## src/rtl/pattern_count_engine.sv

```systemverilog
// Single-pass pattern statistics over a block of data memory, one byte per cycle.
// Optional result writeback after the scan is enabled by defining PATCNT_WRITEBACK_EN.
module pattern_count_engine #(
  parameter int unsigned PAT_W     = 5,
  parameter int unsigned N_BYTES   = 32,
  parameter int unsigned ADDR_W    = 8,
  parameter int unsigned BASE_ADDR = 0,
  parameter int unsigned CNT_W     = 8
) (
  input  logic              clk,
  input  logic              reset,
  input  logic              start,
  input  logic [PAT_W-1:0]  pattern,
  output logic [ADDR_W-1:0] mem_addr,
  input  logic [7:0]        mem_rd_data,
  output logic              mem_wr_en,
  output logic [7:0]        mem_wr_data,
  output logic              busy,
  output logic              done,
  output logic [CNT_W-1:0]  cnt_in_byte,
  output logic [CNT_W-1:0]  cnt_bytes_hit,
  output logic [CNT_W-1:0]  cnt_cross
);

  localparam int unsigned IDX_W = ADDR_W + 1;
  localparam int unsigned SUM_W = CNT_W + 4;
  localparam logic [CNT_W-1:0] CNT_MAX  = '1;
  localparam logic [IDX_W-1:0] LAST_IDX = IDX_W'(N_BYTES - 1);
  localparam logic [7:0]       PAT_MASK = 8'((1 << PAT_W) - 1);

`ifdef PATCNT_WRITEBACK_EN
  typedef enum logic [2:0] {S_IDLE, S_RUN, S_DRAIN, S_DONE, S_WB} state_t;
`else
  typedef enum logic [2:0] {S_IDLE, S_RUN, S_DRAIN, S_DONE} state_t;
`endif

  state_t r_state, w_state_nxt;

  logic [PAT_W-1:0]  r_pat, w_pat_nxt;
  logic [IDX_W-1:0]  r_k, w_k_nxt;
  logic [ADDR_W-1:0] r_mem_addr, w_addr_nxt;
  logic [7:0]        r_carry, w_carry_nxt;
  logic              r_have_prev, w_have_prev_nxt;
  logic              r_busy, w_busy_nxt;
  logic              r_done, w_done_nxt;
  logic [CNT_W-1:0]  r_cnt_in, w_cin_nxt;
  logic [CNT_W-1:0]  r_cnt_hit, w_chit_nxt;
  logic [CNT_W-1:0]  r_cnt_x, w_cx_nxt;
  logic [3:0]        w_inc_in, w_inc_x;
  logic [15:0]       w_x;
  logic              w_consume;
`ifdef PATCNT_WRITEBACK_EN
  logic              r_wr_en, w_wr_en_nxt;
  logic [7:0]        r_wr_data, w_wr_data_nxt;
  logic [1:0]        r_wb_cnt, w_wb_cnt_nxt;
`endif

  function automatic logic [CNT_W-1:0] sat_add(input logic [CNT_W-1:0] a, input logic [3:0] b);
    logic [SUM_W-1:0] s;
    s = SUM_W'(a) + SUM_W'(b);
    return (s > SUM_W'(CNT_MAX)) ? CNT_MAX : CNT_W'(s);
  endfunction

  // Read data is valid for the address shown one cycle earlier.
  assign w_consume = ((r_state == S_RUN) && (r_k != '0)) || (r_state == S_DRAIN);
  assign w_x       = {r_carry, mem_rd_data};

  // Window matches: in-byte positions, then the PAT_W-1 windows straddling the previous byte.
  always_comb begin
    w_inc_in = '0;
    w_inc_x  = '0;
    for (int s = 0; s <= 8 - int'(PAT_W); s++) begin
      if (8'((mem_rd_data >> s) & PAT_MASK) == 8'(r_pat)) w_inc_in = w_inc_in + 4'd1;
    end
    for (int s = 9 - int'(PAT_W); s < 8; s++) begin
      if (16'((w_x >> s) & 16'(PAT_MASK)) == 16'(r_pat)) w_inc_x = w_inc_x + 4'd1;
    end
  end

  always_ff @(posedge clk) begin
    if (reset) r_state <= S_IDLE;
    else       r_state <= w_state_nxt;
  end

  always_comb begin
    w_state_nxt = r_state;
    case (r_state)
      S_IDLE, S_DONE: if (start) w_state_nxt = S_RUN;
      S_RUN:          if (r_k == LAST_IDX) w_state_nxt = S_DRAIN;
`ifdef PATCNT_WRITEBACK_EN
      S_DRAIN:        w_state_nxt = S_WB;
      S_WB:           if (r_wb_cnt == 2'd2) w_state_nxt = S_DONE;
`else
      S_DRAIN:        w_state_nxt = S_DONE;
`endif
      default:        w_state_nxt = S_IDLE;
    endcase
  end

  always_comb begin
    w_pat_nxt       = r_pat;
    w_k_nxt         = r_k;
    w_addr_nxt      = r_mem_addr;
    w_carry_nxt     = r_carry;
    w_have_prev_nxt = r_have_prev;
    w_cin_nxt       = r_cnt_in;
    w_chit_nxt      = r_cnt_hit;
    w_cx_nxt        = r_cnt_x;
    w_busy_nxt      = (w_state_nxt == S_RUN) || (w_state_nxt == S_DRAIN)
`ifdef PATCNT_WRITEBACK_EN
                      || (w_state_nxt == S_WB)
`endif
                      ;
    w_done_nxt      = (w_state_nxt == S_DONE);
`ifdef PATCNT_WRITEBACK_EN
    w_wr_en_nxt     = 1'b0;
    w_wr_data_nxt   = r_wr_data;
    w_wb_cnt_nxt    = r_wb_cnt;
`endif

    if (w_consume) begin
      w_cin_nxt = sat_add(r_cnt_in, w_inc_in);
      if (w_inc_in != '0) w_chit_nxt = sat_add(r_cnt_hit, 4'd1);
      w_cx_nxt        = sat_add(r_cnt_x, w_inc_in + (r_have_prev ? w_inc_x : 4'd0));
      w_carry_nxt     = mem_rd_data;
      w_have_prev_nxt = 1'b1;
    end

    case (r_state)
      S_IDLE, S_DONE: begin
        if (start) begin
          w_pat_nxt       = pattern;
          w_k_nxt         = '0;
          w_addr_nxt      = ADDR_W'(BASE_ADDR);
          w_carry_nxt     = '0;
          w_have_prev_nxt = 1'b0;
          w_cin_nxt       = '0;
          w_chit_nxt      = '0;
          w_cx_nxt        = '0;
        end
      end
      S_RUN: begin
        if (r_k != LAST_IDX) begin
          w_k_nxt    = r_k + IDX_W'(1);
          w_addr_nxt = ADDR_W'(BASE_ADDR + 32'(r_k) + 1);
        end
      end
`ifdef PATCNT_WRITEBACK_EN
      // Results land after the reserved pattern byte at BASE_ADDR+N_BYTES.
      S_DRAIN: begin
        w_wr_en_nxt   = 1'b1;
        w_addr_nxt    = ADDR_W'(BASE_ADDR + N_BYTES + 1);
        w_wr_data_nxt = 8'(w_cin_nxt);
        w_wb_cnt_nxt  = 2'd0;
      end
      S_WB: begin
        if (r_wb_cnt == 2'd0) begin
          w_wr_en_nxt   = 1'b1;
          w_addr_nxt    = ADDR_W'(BASE_ADDR + N_BYTES + 2);
          w_wr_data_nxt = 8'(r_cnt_hit);
          w_wb_cnt_nxt  = 2'd1;
        end else if (r_wb_cnt == 2'd1) begin
          w_wr_en_nxt   = 1'b1;
          w_addr_nxt    = ADDR_W'(BASE_ADDR + N_BYTES + 3);
          w_wr_data_nxt = 8'(r_cnt_x);
          w_wb_cnt_nxt  = 2'd2;
        end
      end
`endif
      default: ;
    endcase
  end

  always_ff @(posedge clk) begin
    if (reset) begin
      r_pat       <= '0;
      r_k         <= '0;
      r_mem_addr  <= '0;
      r_carry     <= '0;
      r_have_prev <= 1'b0;
      r_busy      <= 1'b0;
      r_done      <= 1'b0;
      r_cnt_in    <= '0;
      r_cnt_hit   <= '0;
      r_cnt_x     <= '0;
`ifdef PATCNT_WRITEBACK_EN
      r_wr_en     <= 1'b0;
      r_wr_data   <= '0;
      r_wb_cnt    <= '0;
`endif
    end else begin
      r_pat       <= w_pat_nxt;
      r_k         <= w_k_nxt;
      r_mem_addr  <= w_addr_nxt;
      r_carry     <= w_carry_nxt;
      r_have_prev <= w_have_prev_nxt;
      r_busy      <= w_busy_nxt;
      r_done      <= w_done_nxt;
      r_cnt_in    <= w_cin_nxt;
      r_cnt_hit   <= w_chit_nxt;
      r_cnt_x     <= w_cx_nxt;
`ifdef PATCNT_WRITEBACK_EN
      r_wr_en     <= w_wr_en_nxt;
      r_wr_data   <= w_wr_data_nxt;
      r_wb_cnt    <= w_wb_cnt_nxt;
`endif
    end
  end

  assign mem_addr      = r_mem_addr;
  assign busy          = r_busy;
  assign done          = r_done;
  assign cnt_in_byte   = r_cnt_in;
  assign cnt_bytes_hit = r_cnt_hit;
  assign cnt_cross     = r_cnt_x;
`ifdef PATCNT_WRITEBACK_EN
  assign mem_wr_en     = r_wr_en;
  assign mem_wr_data   = r_wr_data;
`else
  assign mem_wr_en     = 1'b0;
  assign mem_wr_data   = 8'd0;
`endif

endmodule

```

## config.mk

```make
export PLATFORM = sky130hd
export DESIGN_NAME = pattern_count_engine
export DESIGN_NICKNAME = d
export VERILOG_FILES = /design/src/rtl/pattern_count_engine.sv
export SDC_FILE = /design/constraint.sdc
export NUM_CORES = 1
export LEC_CHECK = 0
export CAP_MARGIN = 20
export CORE_ASPECT_RATIO = 1.2
export CORE_MARGIN = 2
export CORE_UTILIZATION = 45
export DETAILED_ROUTE_END_ITERATION = 12
export PLACE_DENSITY = 0.82
export SYNTH_ARGS = -nofsm -noshare
export SYNTH_HDL_FRONTEND = slang
export SYNTH_SLANG_ARGS = --single-unit
```

## constraint.sdc

```tcl
create_clock -name clk -period 5.09 [get_ports clk]
set_clock_uncertainty 0.1 [all_clocks]
set_input_delay 1.018 -clock clk [delete_from_list [all_inputs] [get_ports clk]]
set_output_delay 1.018 -clock clk [all_outputs]
set_load 0.1 [all_outputs]
```

==> results of run 1 <==
-- metal layers --
| layer | wire, µm | up-vias |
|---|---|---|
| met4 | 119 | 0 |
| met5 | 0 | - |
| met2 | 4000 | 59 |
| met3 | 285 | 12 |
| li1 | - | 1477 |
| met1 | 3242 | 1427 |
-- state kept, by name (all words and copies together) (netlist names) --
| name | cells |
|---|---|
| cnt_bytes_hit | 8 |
| busy | 1 |
| cnt_in_byte | 8 |
| r_pat | 5 |
| r_have_prev | 1 |
| r_state | 3 |
| cnt_cross | 8 |
| r_k | 9 |
| done | 1 |
| r_carry | 4 |
-- power groups by stage --
stage | clock [mW] | sequential (mW) | combinational [mW]
after floorplan | 0 | 0.395 | 0.128
after global placement | 0 | 0.396 | 0.164
after detailed placement | 0 | 0.396 | 0.167
after CTS | 0.258 | 0.388 | 0.169
after global routing | 0.272 | 0.389 | 0.185
final | 0.251 | 0.388 | 0.172
-- cell usage after synthesis (all sizes together) (8+ instances only) --
cell    count
a21oi      19
a311oi      9
buf        30
clkbuf      9
dfxtp      48
ha         22
inv        25
mux2i       9
nand2      18
nand3      14
nand4      11
nor2       36
nor3       16
o21ai       8
xnor2      29
xor2       30
-- cell type report --
class	instances	area, µm²	area share, %
well taps	90	112.6	2.634
flip-flops and latches	48	960.9	22.48
clock buffers	6	82.58	1.932
inverters	25	93.84	2.195
clock inverters	2	13.76	0.3219
repair buffers	87	792.0	18.53
multi-input cells	299	2220	51.92
-- stage by stage --
step | worst slack (ns) | cells | area (µm²) | hold slack (ns)
floorplan | 0.1751 | 411 | 3478 | 0.3689
global placement | -0.1539 | 548 | 4099 | 0.3787
detailed placement | -0.3142 | 548 | 4099 | 0.3953
CTS | 0.05352 | 556 | 4198 | 0.4132
global route | -0.05165 | 557 | 4275 | 0.4461
finish | 0.1838 | 557 | 4275 | 0.4094
-- worst min-delay path, cell delays in order (launching register included) --
cell and delay, ns:
dfxtp_1 0.33, inv_1 0.07, a211oi_1 0.06
-- path summary, 6_finish.rpt --
path	cells after the start	from	slack, ns	to
worst max-delay path	21	mem_rd_data[0]	0.18	cnt_cross[5]
worst min-delay path	2	cnt_cross[6]	0.41	cnt_cross[6]
worst max register to register	19	r_pat[1]	0.67	cnt_cross[5]
worst min register to register	2	cnt_cross[6]	0.41	cnt_cross[6]
-- logic make-up after synthesis --
kind of cell / Yosys count / synth area share (%)
flip-flops: 48 / 27.93
adder cells (fa/ha/maj): 26 / 10.04
AND/OR/NAND/NOR: 131 / 20.04
other: 1 / 0.1090
buffers and inverters: 64 / 10.40
AO/OA/AOI/OAI: 62 / 12.22
multiplexers: 10 / 2.946
XOR/XNOR: 59 / 16.33
-- repair_timing --
action	CTS	global route
resized for setup	1	16
buffers inserted	0	1
gates cloned	0	0
pin swaps	0	4
endpoints found under the setup margin	1	6
==> impl_metrics.py, run 1 <==
metrics = {
    "run_status": {
        "status": "finished clean",
    },
    "clocking": {
        "clkTransAtPathRegs_ns": 0.09,
        "ctsLongestPathBuffers": 2,
        "ctsHoldBuffers": 0,
        "numCtsBuffers": 5,
        "worstSkewPairLatency_ns": 0.30,
        "cts.sinks": 48,
        "htreeDepth": 2,
        "root_buffer": "clkbuf_8",
        "cts_tree": "yes",
    },
    "place": {
        "dpl.hpwl_um": 5630,
        "gp_congestion": 0.8414,
        "port_buffers": 49,
    },
    "route": {
        "first_iter_violations": 146,
        "first_pass_iters": 4,
        "num_vias": 2975,
        "routed_wirelength_um": 7647,
        "ant_nets": 0,
        "via_per_inst": 5.341,
        "drt-wirelength-per-cell_um": 13.73,
        "drc": 0,
    },
    "global_routing": {
        "met2_usage_pct": 33.29,
        "antenna_found_initial": 0,
        "grt_pass1_wl_um": 12660,
        "grt.busiest_layer": "met2",
        "use_met1_pct": 21.04,
        "grt_max_degree": 33,
        "grt_use_met3_pct": 3.536,
        "first_global_vias": 2900,
        "gr-total-overflow": 0,
        "grt_use_total_pct": 18.11,
    },
    "sta": {
        "period_share_pct": 96.39,
        "finalMaxSlewViolations": 0,
        "hold_viol": 0,
        "period_needed_ns": 4.906,
        "fin_setup_tns_ns": 0,
        "setup_viol_count_final": 0,
        "relSlewSlack_pct": 34.48,
        "worst_pin_slew_ns": 0.9797,
        "fmaxAchievable_mhz": 203.8,
    },
    "worst_setup_path": {
        "setup.worst_path.class": "in -> reg",
        "crit_fanout": 3,
        "required_ns": 5.15,
        "path_buf_inv": 3,
        "cp_top_family": "adder cells",
        "crit_chain": "clkdlybuf4s50_1 > xor2_1 > nor2_1 > and4_4 > ha_4 > xor2_1 > ha_1 > nor3_1 > a31o_2 > nor2b_4 > inv_1 > fa_1 > inv_1 > ha_1 > a21o_1 > a21oi_2 > nor2b_1 > o21a_1 > nand2_2 > xor2_2 > a21oi_1",
        "end_kind": "flop",
        "max_stage_delay_ns": 0.59,
        "crit_path_start_kind": "primary input",
        "crit_slowest_cell": "fa_1",
        "worstPathArrival_ns": 4.97,
    },
    "pwr": {
        "p_seq_share_pct": 47.8,
        "internal-power_mw": 0.5621,
        "power_frac_comb_pct": 21.2,
        "netSwitchingFraction_pct": 30.68,
        "pwr-share-clk_pct": 31.0,
        "p_total_mw": 0.8108,
        "power_leakage_nw": 1.802,
        "power_switching_mw": 0.2488,
        "vdd_drop_max_v": 0.0001211,
        "power_density_nw_per_um2": 189.7,
    },
    "yosys": {
        "syn_inst": 401,
        "ys_warn_count": 0,
        "yosys.area.top_type_share_pct": 27.93,
        "synth-edff-count": 0,
        "synth.distinct_cells": 49,
        "synth-seq-cells": 48,
        "synthesis.area_um2": 3441,
        "ys_seq_area_share_pct": 27.93,
        "synth_flop_cell": "dfxtp_1",
        "yosys.area.top_type": "dfxtp_1",
        "avgSynthCellArea_um2": 8.581,
        "async_flop_share_pct": 0,
        "netlist_top_cells_area": "dfxtp_1, ha_1, xor2_1, xnor2_1, nor2_1",
    },
    "floorplanning": {
        "initial_utilization_pct": 47.02,
        "die_h_um": 99.79,
        "rows": 34,
        "io_pins": 59,
        "coreArea_um2": 7317,
        "die_x_um": 83.83,
        "die-area_um2": 8365,
    },
    "final_layout": {
        "nNetsFinal": 507,
        "diodes": 0,
        "area_growth_pct": 24.25,
        "final_common_cell": "dfxtp_1",
        "drive_above_1_share_pct": 15.20,
        "utilization_pct": 58.43,
        "nFillCells": 630,
        "mostFrequentLayoutCells": "dfxtp_1, clkdlybuf4s50_1, buf_4",
    },
    "worst_hold_path": {
        "holdCritPathClass": "reg -> reg",
    },
    "flow_run": {
        "drv_cap": 0,
    },
}
No activity file was read; power rests on OpenSTA's default activity.
==> run 2, diff against run 1 <==
Settings changed: CORE_MARGIN 2 to unset, CTS_BUF_LIST set to sky130_fd_sc_hd__clkbuf_4 sky130_fd_sc_hd__clkbuf_8 sky130_fd_sc_hd__clkbuf_16, SKIP_CTS_REPAIR_TIMING set to 1.
==> run 2 against run 1 <==
  * Flip-flop and latch count did not move
  * Via count increased by 1.2%
  * Die area shrank 4.3%
  * Non-clock buffer count did not move
  * Count of clock-buffer cells in the layout fell by 1
  * Maximum frequency is 0.44% higher
  * Final cell count down 0.18%
  * Routed wire length decreased by 1.7%
  * First-iteration DRC count down 11%
  * Clock power up 8%
  * Setup slack better by 0.021 ns
  * Register-to-register slack improved by 0.06 ns
  * Highest routed layer unchanged
==> impl_metrics.py, run 2 (synthesis gave the netlist of run 1 again) <==
metrics = {
    "place": {
        "port_buffers": 49,
        "dpl.hpwl_um": 5508,
        "gp_congestion": 0.8358,
    },
    "sta": {
        "fin_setup_tns_ns": 0,
        "worst_pin_slew_ns": 0.9740,
        "hold_viol": 0,
        "relSlewSlack_pct": 34.86,
        "period_share_pct": 95.97,
        "finalMaxSlewViolations": 0,
        "period_needed_ns": 4.885,
        "fin_hold_ws_ns": 0.4009,
        "rsz0062_at_grt": "no",
        "setup_viol_count_final": 0,
        "fmaxAchievable_mhz": 204.7,
    },
    "route": {
        "drc": 0,
        "ant_nets": 0,
        "drt-wirelength-per-cell_um": 13.52,
        "via_per_inst": 5.417,
        "first_iter_violations": 130,
        "num_vias": 3012,
        "routed_wirelength_um": 7517,
        "first_pass_iters": 4,
    },
    "pwr": {
        "pwr-share-clk_pct": 32.6,
        "power_switching_mw": 0.2383,
        "power_density_nw_per_um2": 194.6,
        "internal-power_mw": 0.5907,
        "p_seq_share_pct": 46.8,
        "power_leakage_nw": 1.787,
        "power_frac_comb_pct": 20.7,
        "netSwitchingFraction_pct": 28.75,
        "vdd_drop_max_v": 0.0001493,
    },
    "clocking": {
        "htreeDepth": 2,
        "clkTransAtPathRegs_ns": 0.09,
        "root_buffer": "clkbuf_8",
        "worstSkewPairLatency_ns": 0.30,
        "ctsLongestPathBuffers": 2,
        "cts.sinks": 48,
        "cts_tree": "yes",
        "numCtsBuffers": 5,
    },
    "worst_hold_path": {
        "holdCritPathClass": "reg -> reg",
    },
    "flow_run": {
        "drv_cap": 0,
    },
    "final_layout": {
        "regMostFlops": "r_k",
        "final_common_cell": "dfxtp_1",
        "area_growth_pct": 23.78,
        "nNetsFinal": 507,
        "mostFrequentLayoutCells": "dfxtp_1, clkdlybuf4s50_1, buf_4",
        "drive_above_1_share_pct": 14.41,
        "largest_reg_flops": 9,
    },
    "worst_setup_path": {
        "worstPathArrival_ns": 4.94,
        "setup.worst_path.class": "in -> reg",
        "cp_num_cells": 21,
        "max_stage_delay_ns": 0.55,
        "startpoint": "mem_rd_data[2]",
        "worst_path_most_repeated_cell": "xor2_1",
        "crit_fanout": 3,
        "crit_chain": "clkdlybuf4s50_1 > xor2_1 > nor2_1 > and4_2 > ha_4 > xor2_1 > ha_1 > nor3_1 > a31o_2 > nor2b_2 > inv_2 > fa_1 > inv_1 > ha_1 > a21o_1 > a21oi_2 > nor2b_1 > o21a_1 > nand2_1 > xor2_1 > a21oi_1",
        "reg2reg_slack_ns": 0.73,
        "ff2ff_path_depth": 20,
        "required_ns": 5.15,
        "crit_end": "cnt_cross[5]",
        "crit-reg2reg-launch": "r_pat[1]",
        "cp_top_family": "adder cells",
        "r2r-end": "cnt_cross[4]",
        "crit_slowest_cell": "fa_1",
        "path_buf_inv": 3,
        "end_kind": "flop",
        "crit_path_start_kind": "primary input",
    },
    "floorplanning": {
        "coreArea_um2": 7317,
        "rows": 34,
        "initial_utilization_pct": 47.02,
        "io_pins": 59,
        "die_x_um": 81.83,
        "die_h_um": 97.79,
        "die-area_um2": 8002,
    },
    "global_routing": {
        "grt_use_total_pct": 19.17,
        "first_global_vias": 2832,
        "grt_pass1_wl_um": 12090,
        "gr-total-overflow": 0,
        "grt_max_degree": 33,
        "antenna_found_initial": 1,
    },
    "run_status": {
        "status": "finished clean",
    },
}
==> run 2: cell count changes in the layout (fill, tap and decap cells not counted), sizes merged <==
cell,previous run,this run
diode,0,1
clkbuf,6,5
bufinv,0,1
inv,26,25
clkinv,1,0
==> run 2: stage by stage <==
stage / util [%] / power, mW / worst slack [ns] / area [µm²] / std cells
floorplan: - / 0.5230 / 0.1751 / 3478 / 411
detailed placement: 55.92 / 0.5639 / -0.2986 / 4091 / 547
CTS: 57.27 / 0.8341 / 0.02248 / 4190 / 553
global route: 58.17 / 0.8639 / 0.003615 / 4257 / 555
global placement: 55.92 / 0.5596 / -0.1536 / 4091 / 547
finish: 58.21 / 0.8290 / 0.2051 / 4259 / 556
==> run 2: per-layer routing <==
layer / GRT usage (%) / routed length, µm
met4: 7.962 / 136
met2: 34.39 / 3988
met3: 2.710 / 280
met1: 21.97 / 3112
met5: 0 / 0
==> run 2: final cells by class <==
cell class	instances	area, µm²
Multi-Input combinational cell	299	2202
Tap cell	90	112.6
Timing Repair Buffer	87	788.3
Fill cell	640	3058
Clock inverter	1	30.03
Sequential cell	48	960.9
Antenna cell	1	2.502
Inverter	25	93.84
Clock buffer	5	68.82
==> run 2: tightest hold or removal path: stages (launching register included) <==
cell and delay (ns):
dfxtp_1 0.33, inv_1 0.07, a211oi_1 0.06
==> run 2: how the worst min path moves through the flow <==
| stage | startpoint | to | slack [ns] | depth (start not counted) |
|---|---|---|---|---|
| after floorplan | r_have_prev | r_have_prev | 0.37 | 2 |
| after global placement | r_pat[2] | r_pat[2] | 0.38 | 2 |
| after detailed placement | cnt_cross[6] | cnt_cross[6] | 0.39 | 2 |
| after CTS | cnt_cross[6] | cnt_cross[6] | 0.40 | 2 |
| after global routing | r_have_prev | r_have_prev | 0.43 | 2 |
| final | cnt_cross[6] | cnt_cross[6] | 0.40 | 2 |
==> run 2: power groups by stage <==
| stage | Sequential (mW) | Combinational (mW) | Clock (mW) |
|---|---|---|---|
| after floorplan | 0.395 | 0.128 | 0 |
| after global placement | 0.396 | 0.163 | 0 |
| after CTS | 0.388 | 0.169 | 0.277 |
| after global routing | 0.389 | 0.185 | 0.290 |
| final | 0.388 | 0.171 | 0.270 |
| after detailed placement | 0.396 | 0.168 | 0 |
